===== src/rtl/seq_arith_32b_add_serial.sv =====
// ---------------------------------------------------------------------------
// seq_arith_32b_add_serial
//
// Bit-serial-by-byte 32-bit adder: {cout,out} = in0 + in1 + cin, computed one
// 8-bit add-with-carry slice per clock, least-significant byte first. A
// valid/ready handshake on each side; one operation in flight at a time.
//
// Optional feature (macro SEQ_ADD_OVERFLOW_EN): adds output ovf, the signed
// two's-complement overflow flag, registered alongside cout.
//
// Ports
//   clk      in   1   clock, rising edge
//   reset    in   1   asynchronous active-high reset
//   in_val   in   1   operands valid
//   in_rdy   out  1   block can accept operands (IDLE)
//   in0      in   32  operand A
//   in1      in   32  operand B
//   cin      in   1   carry-in to bit 0
//   out_val  out  1   result valid (DONE)
//   out_rdy  in   1   consumer accepts result
//   out      out  32  registered sum
//   ovf      out  1   signed overflow (only with SEQ_ADD_OVERFLOW_EN)
//   cout     out  1   registered carry-out of bit 31
// ---------------------------------------------------------------------------
module seq_arith_32b_add_serial (
    input  logic        clk,
    input  logic        reset,
    input  logic        in_val,
    output logic        in_rdy,
    input  logic [31:0] in0,
    input  logic [31:0] in1,
    input  logic        cin,
    output logic        out_val,
    input  logic        out_rdy,
    output logic [31:0] out,
`ifdef SEQ_ADD_OVERFLOW_EN
    output logic        ovf,
`endif
    output logic        cout
);

    typedef enum logic [1:0] {
        IDLE = 2'd0,
        CALC = 2'd1,
        DONE = 2'd2
    } state_t;

    state_t      r_state;
    logic [1:0]  r_idx;
    logic        r_carry;
    logic [31:0] r_a;
    logic [31:0] r_b;
    logic [31:0] r_out;
    logic        r_cout;
    logic        r_out_val;
    logic        r_in_rdy;
`ifdef SEQ_ADD_OVERFLOW_EN
    logic        r_ovf;
`endif

    logic [7:0]  w_byte_a;
    logic [7:0]  w_byte_b;
    logic [7:0]  w_sum;
    logic        w_c;

    // Byte slice selected by the current index; the carry between slices
    // travels only through r_carry, so there is no input-to-output path.
    assign w_byte_a = r_a[{r_idx, 3'b000} +: 8];
    assign w_byte_b = r_b[{r_idx, 3'b000} +: 8];
    assign {w_c, w_sum} = {1'b0, w_byte_a} + {1'b0, w_byte_b} + {8'd0, r_carry};

    always_ff @(posedge clk or posedge reset) begin
        if (reset) begin
            r_state   <= IDLE;
            r_idx     <= '0;
            r_carry   <= 1'b0;
            r_a       <= '0;
            r_b       <= '0;
            r_out     <= '0;
            r_cout    <= 1'b0;
            r_out_val <= 1'b0;
            r_in_rdy  <= 1'b1;
`ifdef SEQ_ADD_OVERFLOW_EN
            r_ovf     <= 1'b0;
`endif
        end else begin
            case (r_state)
                IDLE: begin
                    if (in_val) begin
                        r_a      <= in0;
                        r_b      <= in1;
                        r_carry  <= cin;
                        r_idx    <= '0;
                        r_in_rdy <= 1'b0;
                        r_state  <= CALC;
                    end
                end
                CALC: begin
                    r_out[{r_idx, 3'b000} +: 8] <= w_sum;
                    r_carry <= w_c;
                    r_idx   <= r_idx + 2'd1;
                    if (r_idx == 2'd3) begin
                        r_cout    <= w_c;
`ifdef SEQ_ADD_OVERFLOW_EN
                        // w_sum[7] is bit 31 of the final sum.
                        r_ovf     <= (r_a[31] == r_b[31]) && (w_sum[7] != r_a[31]);
`endif
                        r_out_val <= 1'b1;
                        r_state   <= DONE;
                    end
                end
                DONE: begin
                    // in_rdy stays low in the handshake cycle; the next accept
                    // can only happen from IDLE on the following edge.
                    if (out_rdy) begin
                        r_out_val <= 1'b0;
                        r_in_rdy  <= 1'b1;
                        r_state   <= IDLE;
                    end
                end
                default: begin
                    r_out_val <= 1'b0;
                    r_in_rdy  <= 1'b1;
                    r_state   <= IDLE;
                end
            endcase
        end
    end

    assign in_rdy  = r_in_rdy;
    assign out_val = r_out_val;
    assign out     = r_out;
    assign cout    = r_cout;
`ifdef SEQ_ADD_OVERFLOW_EN
    assign ovf     = r_ovf;
`endif

endmodule


===== config.mk =====
export PLATFORM = sky130hd
export DESIGN_NAME = seq_arith_32b_add_serial
export DESIGN_NICKNAME = d
export VERILOG_FILES = /design/src/rtl/seq_arith_32b_add_serial.sv
export SDC_FILE = /design/constraint.sdc
export NUM_CORES = 1
export LEC_CHECK = 0
export BUFFER_PORTS_ARGS = -buffer_cell sky130_fd_sc_hd__buf_2
export CAP_MARGIN = 10
export CELL_PAD_IN_SITES_DETAIL_PLACEMENT = 0
export CELL_PAD_IN_SITES_GLOBAL_PLACEMENT = 1
export CORE_MARGIN = 3
export CORE_UTILIZATION = 45
export DETAILED_ROUTE_END_ITERATION = 10
export GPL_TIMING_DRIVEN = 0
export PLACE_DENSITY = 0.8
export SYNTH_ARGS = -nofsm -noshare
export SYNTH_HDL_FRONTEND = slang
export SYNTH_SLANG_ARGS = --single-unit

===== constraint.sdc =====
create_clock -name clk -period 4.5 [get_ports clk]
set_clock_uncertainty 0.05 [all_clocks]
set_input_delay 0.225 -clock clk [delete_from_list [all_inputs] [get_ports clk]]
set_output_delay 0.225 -clock clk [all_outputs]
set_load 0.005 [all_outputs]

Word level (Yosys, flattened, before mapping)

Index checks and enable logic that the tools add are counted.

Add/subtract/negate cells: 4
Equality and inequality tests: 6
Shift-type cells: 4
Multiplexer cells: 15
Bitwise operators: 2
Reductions and logical operators: 8

Operators with widths:

| kind                                                                   | number |
|---|---|
| 32-bit by 6-bit variable part select with 8-bit output                 | 2 |
| 32-bit bitwise mux                                                     | 1 |
| 8-bit by 7-bit variable shift with 32-bit output, first input constant | 1 |
| 8-bit by 7-bit variable part select with 32-bit output                 | 1 |
| 8-bit by 8-bit adder with 9-bit output                                 | 1 |
| 9-bit by 1-bit adder with 9-bit output                                 | 1 |
| 3-bit AND reduction                                                    | 3 |
| 2-bit two-way mux                                                      | 4 |
| 5-bit negation with 7-bit output                                       | 1 |
| 2-bit inequality test, second input constant                           | 3 |
| 1-bit one-hot mux with 3 select lines                                  | 2 |
| 2-bit one-hot mux with 3 select lines                                  | 1 |
| 2-bit AND reduction                                                    | 3 |
| 1-bit two-way mux                                                      | 5 |
| 2-bit == test, second input constant                                   | 2 |
| 2-bit one-hot mux with 2 select lines                                  | 1 |
| 2-bit by 1-bit adder with 2-bit output, second input constant          | 1 |
| 2-bit by 1-bit == test with 1-bit output, second input constant        | 1 |
| 2-bit zero test                                                        | 1 |
| 1-bit NOT                                                              | 2 |
| 1-bit one-hot mux with 2 select lines                                  | 1 |
| 2-bit nonzero test                                                     | 1 |

Flip-flop bits (word level): 104
Input bits: 69
Output and inout bits: 35
Word-level logic and storage cells: 48

Longest topological paths before layout

Gate-level depths: netlist of run 1.

Word-level depth: 5
Depth in mapped cells: 10
Gate-level depth less buffers: 8

Worst setup path before layout of run 1

OpenSTA, ideal clock, no wires.

Kind: register to register
Start point: register r_idx[0]
End point: register r_cout (netlist: cout)
Setup time: 0.130 ns
Data arrival time: 3.111 ns
Path slack: 1.209 ns
Stages on the path, launching flop included: 11
Clock period less this slack: 3.291 ns
Cell sequence: dfrtp_1 -> buf_4 -> buf_2 -> mux4_2 -> fa_1 -> fa_1 -> a21o_1 -> a221oi_2 -> o21bai_1 -> a21oi_1 -> a31oi_1

Cells in the longest elaborated chain, start to end: 3
Elaborated cells on any way between the ends: 6
Those cells by class: 2 x add/sub; 1 x eq/ne; 2 x shift; 1 x reduce/logical

Ends and longest elaborated chain:

| item                                                                             | line   | source |
|---|---|---|
| start, declared                                                                  | 49     | `logic [1:0] r_idx;` |
| start signal, assigned                                                           | 101    | `r_idx <= r_idx + 2'd1;` |
| 32-bit by 6-bit variable part select with 8-bit output, on equally long branches | 68, 69 |  |
| 8-bit by 8-bit adder with 9-bit output                                           | 70     | `assign {w_c, w_sum} = {1'b0, w_byte_a} + {1'b0, w_byte_b} + {8'd0, r_carry};` |
| 9-bit by 1-bit adder with 9-bit output                                           | 70     |  |
| end signal, assigned                                                             | 103    | `r_cout <= w_c;` |
| end, declared                                                                    | 54     | `logic r_cout;` |

Several ways; a longest one is shown, not always the timed one.
A chain may end at the register's enable or synchronous reset.

Final worst setup path of run 1

Start point: register r_idx[1]
End point: register r_cout (netlist: cout)

The elaborated chain is that of the path after synthesis.

==> results.json, run 1 <==
{
  "power_density_mw_per_mm2": 856,
  "die_x_um": 109,
  "status": "completed",
  "start_util": 0.474,
  "die-area_mm2": 0.0118,
  "synth_xor_area_frac": 0.00924,
  "yosys.area_share.simple": 0.0399,
  "synth_nets": 387,
  "cp_data_arrival_time_ns": 4.29,
  "synth.top_cells.by_area": "dfrtp_1, mux2_2, mux4_2, a22o_1, ha_1",
  "gp_congestion": 0.781,
  "dr_wl_met3_um": 577,
  "drtAntennaViolNets": 0,
  "cp-end-kind": "flop",
  "critPathSlowestCell": "clkbuf_1",
  "layout_common_cells": "buf_2, dfrtp_1, mux2_2",
  "final-setup-viol-count": 0,
  "async_flop_share": 1.00,
  "cts_setup_buffers": 0,
  "clock.fmax_ghz": 0.244,
  "post_synth_num_cell_types": 38,
  "worstSkewPairLatency_ns": 0.36,
  "antenna_found_initial": 1,
  "hold_slack_ns": 0.0349,
  "ctsHoldBuffers": 2,
  "min_path_type": "input port to flop",
  "syn_to_final_growth_pct": 19.9,
  "preCtsSetupSlack_ns": 0.425,
  "grt_pass1_vias": 3132,
  "grt_use_total": 0.187,
  "synth_top_family_by_area": "multiplexers",
  "synth-seq-cells": 104,
  "cp_max_fo": 10,
  "final_common_cell": "buf_2",
  "crit_chain": "clkbuf_1 > clkbuf_1 > mux4_2 > fa_1 > fa_1 > a21o_1 > a221oi_2 > o21bai_1 > a21oi_1 > a31oi_1",
  "synthMuxAreaShare": 0.233,
  "drc": 0,
  "rows": 36,
  "critPathMaxStageDelay_ns": 0.60,
  "fin_ws_ns": 0.405,
  "grt_max_degree": 62,
  "yosysTopAreaCell": "dfrtp_1",
  "cts_made_buffers": 9,
  "syn_avg_cell_area_um2": 15.6,
  "yosysSeqAreaShare": 0.549,
  "synth_compound_area_frac": 0.0982,
  "clk_pin_slew_worst_paths_ns": 0.11,
  "drv_cap": 0,
  "yosys.area.top_type_share": 0.544,
  "slew_violations": 0,
  "slew_headroom": 0.542,
  "cts_tree": "done",
  "hold_viol": 0,
  "dr.pass1.iters": 4,
  "fill_cells": 879,
  "cp-start-kind": "flop",
  "clockRootBuffer": "clkbuf_8",
  "cts-htree-levels": 3,
  "min_period_ns": 4.09,
  "highest_layer": "met5",
  "wl_met2_um": 4850,
  "dp.cells": 540,
  "synth-edff-count": 0,
  "fin_cells": 558,
  "dpl.hpwl_um": 7610,
  "nets": 504,
  "avgRoutedWirePerCell_um": 18.4,
  "crit_type": "flop to flop",
  "p_leak_nw": 2.68,
  "coreArea_mm2": 0.0100,
  "tns_ns": 0,
  "via_count": 3013,
  "rsz0062_at_grt": "false",
  "yosysWarningCount": 0,
  "grt_pass1_wl_um": 16700,
  "met1Wirelength_um": 4750,
  "cts_resized": 0,
  "synth_fa_ha_area_frac": 0.0428,
  "peakVddDrop_uv": 550,
  "num_io_pins": 104,
  "grt_overflow": 0,
  "synth_area_mm2": 0.00474,
  "fin_crit_sh": 0.910,
  "ctsLongestPathBuffers": 2,
  "antenna_cells": 0,
  "critPathRequiredTime_ns": 4.69,
  "portBuffers": 103,
  "netlist_instances": 303,
  "worstMarginPinSlew_ns": 0.687,
  "synth_top_flop_cell": "dfrtp_1",
  "fp.dieH_um": 109,
  "final_util": 0.568,
  "vias_per_cell": 5.40,
  "routed_wl_um": 10200,
  "drt_iter0_markers": 76,
  "drive_gt1_frac": 0.525,
  "cts.sinks": 104
}
==> per-layer routing <==
metal / vias up / GRT usage
li1: 1389 / -
met1: 1536 / 0.261
met2: 78 / 0.299
met3: 8 / 0.0503
met4: 2 / 0.0325
met5: - / 0
==> synthesized netlist by cell type, types with 2 or more instances <==
library cell / instances
a31oi_1: 2
a22o_1: 33
mux2_2: 65
nor2_1: 2
inv_1: 7
o21bai_1: 2
buf_6: 7
a21o_1: 3
nand2_1: 4
o211ai_1: 2
o21ai_0: 3
nor4b_4: 3
nand2_4: 3
ha_1: 13
buf_4: 2
mux4_2: 16
dfrtp_1: 103
xnor2_1: 3
a21oi_1: 7
fa_1: 2
clkbuf_1: 2
o22a_1: 2
xor2_1: 2
==> final timing paths <==
check                          from       to  slack, ns  cells after the start
max                        r_idx[1]     cout       0.41                     10
min                         in0[16]  r_a[16]       0.03                      2
max reg2reg                r_idx[1]     cout       0.41                     10
min reg2reg                 out[24]  out[24]       0.45                      1
max in group asynchronous     reset   r_b[0]       3.29                      4
min in group asynchronous     reset  out[28]       0.41                      3
==> through the flow <==
stage | instance area, um2 | power (mW)
after CTS | 5680 | 4.91
final | 5680 | 4.86
after global routing | 5680 | 5.26
after floorplan | 4740 | 3.54
after global placement | 5420 | 4.19
after detailed placement | 5450 | 4.28
==> cell families (layout without fill, tap and decap cells) <==
| logic type | count (synthesis) | after routing |
|---|---|---|
| XOR/XNOR | 5 | 5 |
| multiplexers | 82 | 82 |
| AND/OR/NAND/NOR | 19 | 19 |
| AO/OA/AOI/OAI | 59 | 59 |
| adder cells (fa/ha/maj) | 15 | 15 |
| flip-flops | 104 | 104 |
| buffers and inverters | 19 | 141 |
==> cell type report <==
class	count	area, um2	share of cell area
plain buffers	12	106	0.0187
clock inverters	7	88.8	0.0156
flip-flops and latches	104	2600	0.458
inverters	7	28.8	0.00506
clock buffers	9	124	0.0218
multi-input cells	180	2000	0.352
well taps	133	166	0.0293
repair buffers	106	563	0.0991
==> worst max-delay path, delay by kind of cell, from the launching register on <==
family                     cells  cell delay, ns
DFF                            1            0.42
buffers and inverters          2            1.12
adders and majority gates      2            0.91
muxes                          1            0.45
AOI/OAI and AO/OA              5            1.03
==> report_power, final <==
group | leakage [nW] | internal, mW | switching [mW]
Combinational | 1.29 | 1.25 | 1.41
Sequential | 1.29 | 1.36 | 0.231
Clock | 0.104 | 0.269 | 0.343
==> flip-flops by register name, summed over array words and instances, names as in the netlist <==
name and flops:
r_idx 2, r_carry 1, out_val 1, r_a 32, cout 1, in_rdy 1, r_state 2, r_b 32
out 32
Note: power is estimated with default switching activity, not from simulation.
==> run 2, diff against run 1 <==
--- a/config.mk
+++ b/config.mk
@@ -9,11 +9,12 @@
 export CAP_MARGIN = 10
 export CELL_PAD_IN_SITES_DETAIL_PLACEMENT = 0
 export CELL_PAD_IN_SITES_GLOBAL_PLACEMENT = 1
-export CORE_MARGIN = 3
+export CORE_MARGIN = 2
 export CORE_UTILIZATION = 45
 export DETAILED_ROUTE_END_ITERATION = 10
 export GPL_TIMING_DRIVEN = 0
 export PLACE_DENSITY = 0.8
+export SKIP_CTS_REPAIR_TIMING = 1
 export SYNTH_ARGS = -nofsm -noshare
 export SYNTH_HDL_FRONTEND = slang
 export SYNTH_SLANG_ARGS = --single-unit
==> constraint.sdc (replaced) <==
create_clock -name clk -period 4.13 [get_ports clk]
set_clock_uncertainty 0.05 [all_clocks]
set_input_delay 0.2065 -clock clk [delete_from_list [all_inputs] [get_ports clk]]
set_output_delay 0.2065 -clock clk [all_outputs]
set_load 0.005 [all_outputs]
==> run 2 against run 1 <==
Against the previous run:
- power increased by 9.6%
- routed wire length decreased by 2.4%
- combinational power is 8.3% higher
- worst setup slack got worse by 0.13 ns
- critical endpoint unchanged
==> results.json, run 2 (same netlist as run 1, synthesis figures left out) <==
{
  "status": "completed",
  "routed_wl_um": 10000,
  "nets": 513,
  "rows": 37,
  "grt_max_degree": 61,
  "gp_congestion": 0.796,
  "peakVddDrop_uv": 544,
  "rsz0062_at_grt": "false",
  "cp-start-kind": "flop",
  "crit_chain": "clkbuf_1 > clkbuf_2 > mux4_2 > fa_1 > fa_1 > a21o_1 > a221oi_2 > o21bai_1 > a21oi_1 > a31oi_1",
  "power_frac_comb": 0.540,
  "ctsLongestPathBuffers": 2,
  "placed_cell_area_mm2": 0.00546,
  "worstSkewPairLatency_ns": 0.37,
  "finalInstanceArea_mm2": 0.00580,
  "cts_tree": "done",
  "hold_slack_ns": 0.0124,
  "cts-htree-levels": 3,
  "cts.sinks": 104,
  "clk_pin_slew_worst_paths_ns": 0.10,
  "clockRootBuffer": "clkbuf_8",
  "grt_overflow": 0,
  "min_path_type": "input port to flop",
  "p_clk_frac": 0.137,
  "slew_violations": 0,
  "p_switching_mw": 2.11,
  "crit_type": "flop to flop",
  "r2r_slack_ns": 0.28,
  "syn_to_final_growth_pct": 22.4,
  "hold_path_depth": 2,
  "preCtsSetupSlack_ns": 0.0559,
  "cp_max_fo": 10,
  "regToRegEndpoint": "cout",
  "reg2regPathDepth": 10,
  "crit_top_cell": "fa_1",
  "hp-start": "in1[5]",
  "r2r_start": "r_idx[1]",
  "cp-startpoint": "r_idx[1]",
  "final-setup-viol-count": 0,
  "drt_iter0_markers": 125,
  "drc": 0,
  "antenna_cells": 0,
  "num_io_pins": 104,
  "vias_per_cell": 5.32,
  "dr.pass1.iters": 5,
  "fin_ws_ns": 0.279,
  "grt_pass1_wl_um": 16300,
  "die_x_um": 107,
  "antenna_found_initial": 2,
  "fill_cells": 897,
  "drv_cap": 0,
  "final_common_cell": "buf_2",
  "cp-end-kind": "flop",
  "worstMarginPinSlew_ns": 0.706,
  "hold_viol": 0,
  "p_leak_nw": 2.73,
  "cts_made_buffers": 9,
  "grt_use_total": 0.189,
  "p_sw_frac": 0.397,
  "coreArea_mm2": 0.0103,
  "avgRoutedWirePerCell_um": 17.6,
  "cp_data_arrival_time_ns": 4.04,
  "min_period_ns": 3.85,
  "layout_common_cells": "buf_2, dfrtp_1, mux2_2",
  "critPathSlowestCell": "clkbuf_1",
  "drive_gt1_frac": 0.516,
  "via_count": 3033,
  "slew_headroom": 0.529,
  "power_density_mw_per_mm2": 919,
  "fin_crit_sh": 0.932,
  "hold-path-endpoint": "r_b[5]",
  "p_int_mw": 3.22,
  "critPathMaxStageDelay_ns": 0.49,
  "drtAntennaViolNets": 0,
  "die-area_mm2": 0.0114,
  "grt_pass1_vias": 3133,
  "portBuffers": 103,
  "start_util": 0.461,
  "clock.fmax_ghz": 0.260,
  "tns_ns": 0,
  "dpl.hpwl_um": 7430,
  "critPathRequiredTime_ns": 4.32,
  "fp.dieH_um": 107,
  "p_seq_frac": 0.324
}
## run 2: stage by stage
step                total power, mW  std cells  utilization
floorplan                      3.86        303            -
finish                         5.33        570        0.564
CTS                            5.38        559        0.553
global route                   5.76        570        0.564
global placement               4.57        542        0.528
detailed placement             4.65        543        0.531
## run 2: cell type report
cell class,instances,area [um2],share of cell area
Buffer,12,108,0.0186
Inverter,7,28.8,0.00496
Multi-Input combinational cell,180,2000,0.345
Clock inverter,6,95.1,0.0164
Sequential cell,104,2600,0.449
Timing Repair Buffer,115,653,0.113
Tap cell,136,170,0.0293
Clock buffer,10,138,0.0237
## run 2: per-layer routing
| metal | global-route usage | share of wire |
|---|---|---|
| met1 | 0.265 | 0.45 |
| met2 | 0.297 | 0.47 |
| met4 | 0.0557 | 0.0080 |
| met5 | 0 | 0.0013 |
| met3 | 0.0438 | 0.067 |
## run 2: worst max path at each step
stage	cells after the start	slack, ns	end
finish	10	0.28	cout
floorplan	10	0.84	cout
global placement	10	0.07	cout
detailed placement	10	0.06	cout
CTS	10	0.03	cout
global route	10	0.07	cout
## run 2: critical path: cells and delay by family, from the launching register on
| family | cells | cell delay [ns] |
|---|---|---|
| flops | 1 | 0.41 |
| compound gates | 5 | 1.08 |
| mux | 1 | 0.39 |
| buf+inv | 2 | 0.90 |
| fa+ha+maj | 2 | 0.89 |
## run 2: power groups by stage
stage	logic [mW]	clock network, mW	registers, mW
final	2.88	0.729	1.72
after global routing	3.17	0.802	1.78
after CTS	2.91	0.744	1.73
after detailed placement	2.90	0	1.75
after global placement	2.84	0	1.73
after floorplan	2.18	0	1.68
